### src/rtl/jk_reg_arbiter_pkg.sv
`default_nettype none
// ============================================================================
// Module   : jk_reg_arbiter_pkg
// Brief    : Shared op and state encodings for the JK register arbiter.
// Revision : 1.0 - initial release
// ============================================================================
package jk_reg_arbiter_pkg;

  localparam logic [1:0] C_OP_LOAD   = 2'b00;
  localparam logic [1:0] C_OP_SET    = 2'b01;
  localparam logic [1:0] C_OP_CLEAR  = 2'b10;
  localparam logic [1:0] C_OP_TOGGLE = 2'b11;

  localparam logic [1:0] C_ST_INIT  = 2'd0;
  localparam logic [1:0] C_ST_IDLE  = 2'd1;
  localparam logic [1:0] C_ST_APPLY = 2'd2;
  localparam logic [1:0] C_ST_DONE  = 2'd3;

  typedef enum logic [1:0] {
    ST_INIT  = C_ST_INIT,
    ST_IDLE  = C_ST_IDLE,
    ST_APPLY = C_ST_APPLY,
    ST_DONE  = C_ST_DONE
  } state_t;

endpackage
`default_nettype wire

### src/rtl/ffd.sv
`default_nettype none
// ============================================================================
// Module   : ffd
// Brief    : JK flip-flop cell (no reset; cleared through j/k by its user).
// Revision : 1.0 - initial release
// ============================================================================
module ffd (
  input  logic j,
  input  logic k,
  input  logic clk,
  output logic q,
  output logic q_barra
);

  always_ff @(posedge clk) begin
    case ({j, k})
      2'b01:   q <= 1'b0;
      2'b10:   q <= 1'b1;
      2'b11:   q <= ~q;
      default: q <= q;
    endcase
  end

  assign q_barra = ~q;

endmodule
`default_nettype wire

### src/rtl/jk_reg_arbiter.sv
`default_nettype none
// ============================================================================
// Module   : jk_reg_arbiter
// Brief    : Two-requester round-robin arbiter driving a JK flip-flop bank.
// Revision : 1.0 - initial release
// ============================================================================
module jk_reg_arbiter
  import jk_reg_arbiter_pkg::*;
#(
  parameter int WIDTH = 8
) (
  input  logic             clk,
  input  logic             reset,
  input  logic [1:0]       req,
  input  logic [1:0]       op0,
  input  logic [WIDTH-1:0] data0,
  input  logic [1:0]       op1,
  input  logic [WIDTH-1:0] data1,
  output logic [1:0]       gnt,
  output logic             done,
  output logic             busy,
  output logic [WIDTH-1:0] q
);

  state_t           r_state;
  state_t           w_state_next;
  logic             r_last;
  logic             r_win;
  logic [1:0]       r_op;
  logic [WIDTH-1:0] r_data;
  logic             w_win;
  logic             w_take;
  logic [WIDTH-1:0] w_j;
  logic [WIDTH-1:0] w_k;
  logic [WIDTH-1:0] w_qb_unused;

  // On a tie the requester not granted last wins; otherwise the sole requester.
  assign w_win  = (req == 2'b11) ? ~r_last : req[1];
  assign w_take = (r_state == ST_IDLE) && (|req);

  always_ff @(posedge clk) begin
    if (reset) begin
      r_state <= ST_INIT;
      r_last  <= 1'b1;
    end else begin
      r_state <= w_state_next;
      if (w_take) begin
        r_last <= w_win;
        r_win  <= w_win;
        r_op   <= w_win ? op1 : op0;
        r_data <= w_win ? data1 : data0;
      end
    end
  end

  always_comb begin
    w_state_next = r_state;
    gnt          = 2'b00;
    done         = 1'b0;
    busy         = 1'b1;
    w_j          = '0;
    w_k          = '0;
    case (r_state)
      ST_INIT: begin
        w_k          = '1;
        w_state_next = ST_IDLE;
      end
      ST_IDLE: begin
        busy = 1'b0;
        if (|req) w_state_next = ST_APPLY;
      end
      ST_APPLY: begin
        gnt = r_win ? 2'b10 : 2'b01;
        case (r_op)
          C_OP_LOAD: begin
            w_j = r_data;
            w_k = ~r_data;
          end
          C_OP_SET:   w_j = r_data;
          C_OP_CLEAR: w_k = r_data;
          default: begin
            w_j = r_data;
            w_k = r_data;
          end
        endcase
        w_state_next = ST_DONE;
      end
      ST_DONE: begin
        done         = 1'b1;
        w_state_next = ST_IDLE;
      end
      default: w_state_next = ST_INIT;
    endcase
  end

  for (genvar i = 0; i < WIDTH; i++) begin : g_bank
    ffd u_ffd (
      .j       (w_j[i]),
      .k       (w_k[i]),
      .clk     (clk),
      .q       (q[i]),
      .q_barra (w_qb_unused[i])
    );
  end

endmodule
`default_nettype wire

### config.mk
export PLATFORM = sky130hd
export DESIGN_NAME = jk_reg_arbiter
export DESIGN_NICKNAME = d
export VERILOG_FILES = /design/src/rtl/jk_reg_arbiter_pkg.sv /design/src/rtl/ffd.sv /design/src/rtl/jk_reg_arbiter.sv
export SDC_FILE = /design/constraint.sdc
export NUM_CORES = 1
export LEC_CHECK = 0
export ABC_AREA = 1
export ABC_CLOCK_PERIOD_IN_PS = 2210
export BUFFER_PORTS_ARGS = -buffer_cell sky130_fd_sc_hd__buf_2
export CORE_ASPECT_RATIO = 1.1
export CORE_MARGIN = 5
export CORE_UTILIZATION = 51
export DETAILED_ROUTE_END_ITERATION = 6
export PLACE_DENSITY = 0.78
export RECOVER_POWER = 100
export SLEW_MARGIN = 20
export SYNTH_ARGS = -nofsm -noshare
export SYNTH_HDL_FRONTEND = slang
export SYNTH_SLANG_ARGS = --single-unit
### constraint.sdc
create_clock -name clk -period 2.21 [get_ports clk]
set_input_delay 0.221 -clock clk [delete_from_list [all_inputs] [get_ports clk]]
set_output_delay 0.221 -clock clk [all_outputs]
set_load 0.05 [all_outputs]
==> flow_metrics.tcl <==
set metrics [dict create \
    clkPwrFrac_pct 17.0 \
    worstPathMaxFanout 10 \
    power_switching_w 0.000386 \
    tritoncts "yes" \
    crit_arrival_ps 1600 \
    ant_nets 0 \
    tns_ps 0 \
    synth_cells 158 \
    min_path_cells 2 \
    cts_buffers 3 \
    min_period_ps 1820 \
    synth_commonest_cells "68 x nand2_1, 19 x edfxtp_1, 16 x inv_1, 14 x a21oi_1, 9 x nand3_1" \
    p_sw_share_pct 37.1 \
    synthArstFlopShare_pct 0 \
    die-area_um2 3600 \
    avgSynthCellArea_um2 8.08 \
    hold_violations 0 \
    syn-num-nets 186 \
    clockBufferDepth 2 \
    initial_core_util_pct 52.1 \
    p_int_w 0.000656 \
    comb_power_share_pct 31.4 \
    yosysWarningCount 0 \
    clkLatencyLatePin_ps 290 \
    yosysMostFrequentCell "nand2_1" \
    vdd.ir_drop.worst_mv 0.346 \
    clk_pin_slew_ps 110 \
    postCtsResizedCells 0 \
    drt_iter0_drc 18 \
    min_to "r_state[0]" \
    end_kind "output port" \
    io_pins 36 \
    gp_congestion 0.773 \
    skew_ps 2.41 \
    cts-root-buf "clkbuf_4" \
    drc 0 \
    first_global_vias 1045 \
    p_seq_share_pct 51.6 \
    start_kind "flip-flop" \
    criticalPathCategory "reg2out" \
    nets 216 \
    first_pass_iters 4 \
    worstMarginPinSlew_ps 625 \
    die_w_um 57.7 \
    coreArea_um2 2450 \
    ys_ff_latch 22 \
    avgRoutedWirePerCell_um 10.3 \
    cpMaxStageDelayCell "clkbuf_1" \
    antenna_found_initial 0 \
    setup_violations 0 \
    status "finished, final reports clean" \
    netlist_area_um2 1280 \
    leakage_nw 0.705 \
    grt_pass1_wl_mm 4.19 \
    r2r-end "g_bank[6].u_ffd.q" \
    ff2ff_path_depth 6 \
    slew_headroom_pct 58.5 \
    cts-htree-levels 1 \
    worst_r2r_startpoint "r_state[0]" \
    post_cts_buffers 0 \
    cp_slowest_stage_delay_ps 480 \
    routed_wl_mm 2.25 \
    r2r_setup_slack_ps 500 \
    synthFlopType "edfxtp_1" \
    min_from "reset" \
    clock_sinks 22 \
    synth_edf_count 19 \
    post-dp-hpwl_mm 1.92 \
    cp_top_family "buffers and inverters" \
    placementRows 19 \
    area_delta_synth_final_pct 10.9 \
    cts_hold_buf 0 \
    die_h_um 62.5 \
    maxCapViolCount 0 \
    grt-ovfl-total 0 \
    synthDominantCellAreaShare_pct 44.7 \
    max_freq_mhz 550 \
    via_per_inst 4.79 \
    n_antenna_cell 0 \
    crit_buf_inv 3 \
    yosysUniqueCellTypes 15 \
    crit_chain "inv_1 > ha_1 > inv_2 > nor2_1 > clkbuf_1" \
    synth_top_area_cell "edfxtp_1" \
    grt_max_degree 17 \
    p_per_area_nw_per_um2 737 \
    final_layout_size_suffix_gt1_share_pct 16.0 \
    final_cell_count_no_fill 218 \
    rsz0062_at_grt "false" \
    finalCritPeriodShare_pct 82.3 \
    vias 1045 \
    portBuffers 35 \
    place_inst 214 \
    yosys-top-cells-area "edfxtp_1 45%, nand2_1 20%, a21oi_1 5.5%" \
    worst-endpoint-required_ps 1990 \
    yosysSeqAreaShare_pct 49.4 \
    drv_slew 0 \
    hp-class "in2reg" \
    grtUsageTotal_pct 14.3 \
]
[cell usage in the layout, fill, tap and decap left out]
cell type / synthesis / routed
a21oi_2: 5 / 1
inv_2: 2 / 2
clkinv_1: 0 / 1
o21ai_0: 1 / 1
nor2_1: 4 / 4
nand3_1: 9 / 9
buf_2: 3 / 23
ha_1: 4 / 4
nand2_4: 1 / 1
clkbuf_1: 0 / 13
a21oi_1: 14 / 18
nand2_1: 68 / 68
clkbuf_4: 0 / 3
inv_1: 16 / 16
dfxtp_1: 3 / 3
edfxtp_1: 19 / 19
o211ai_1: 1 / 1
[worst max-delay path by stage]
stage / slack [ps] / to / startpoint / depth (start not counted)
after floorplan: 650 / r_data[0] / r_state[1] / 4
after global placement: 760 / g_bank[5].u_ffd.q / r_state[0] / 6
after detailed placement: 700 / g_bank[4].u_ffd.q / r_state[0] / 6
after CTS: 560 / gnt[0] / r_state[0] / 5
after global routing: 260 / busy / r_state[1] / 4
final: 390 / gnt[0] / r_state[0] / 5
[registers in the layout, summed over array words and instances (netlist names)]
name            count
g_bank.u_ffd.q      8
r_data              8
r_last              1
r_win               1
r_op                2
r_state             2
[logic make-up (layout without fill, tap and decap cells)]
logic type / count (synthesis) / in the layout / share of synthesized area, %
and+or+nand+nor: 82 / 82 / 25.6
buffers and inverters: 29 / 58 / 11.2
DFF: 22 / 22 / 49.4
AOI/OAI and AO/OA: 21 / 21 / 9.90
adders and majority gates: 4 / 4 / 3.92
[per-stage QoR]
stage	instance area (µm²)	utilization [%]	setup WS [ps]	hold slack (ps)	power, W
after global placement	1420	58.1	757	422	0.000880
after CTS	1450	59.2	562	105	0.00107
after floorplan	1280	-	650	290	0.000850
after global routing	1420	57.8	262	96.8	0.00112
after detailed placement	1420	58.1	695	433	0.000895
final	1420	57.8	391	119	0.00104
[cell type report]
cell class	instances	area, µm²
flip-flops and latches	22	631
well taps	31	38.8
clock inverters	1	3.75
inverters	18	67.6
multi-input cells	107	488
fillers	232	1030
clock buffers	3	22.5
repair buffers	36	164
[power groups by stage]
stage | Sequential (W) | Combinational (W) | Clock [W]
floorplan | 0.000543 | 0.000306 | 0
global placement | 0.000548 | 0.000331 | 0
detailed placement | 0.000551 | 0.000344 | 0
CTS | 0.000541 | 0.000345 | 0.000186
global route | 0.000546 | 0.000365 | 0.000208
finish | 0.000539 | 0.000327 | 0.000177
[worst register-to-register path, stage by stage (launching register included)]
cell and delay [ps]:
dfxtp_1 360, inv_1 90, ha_1 180, inv_2 90, a21oi_1 450, nand2_1 160, nand3_1 120
[per-layer routing]
layer / part of all wire, % / GRT usage (%)
met3: 6.5 / 2.48
met2: 50 / 25.1
met5: 0 / 0
met1: 42 / 17.1
met4: 1.5 / 5.22
(Power assumes the default switching activity.)
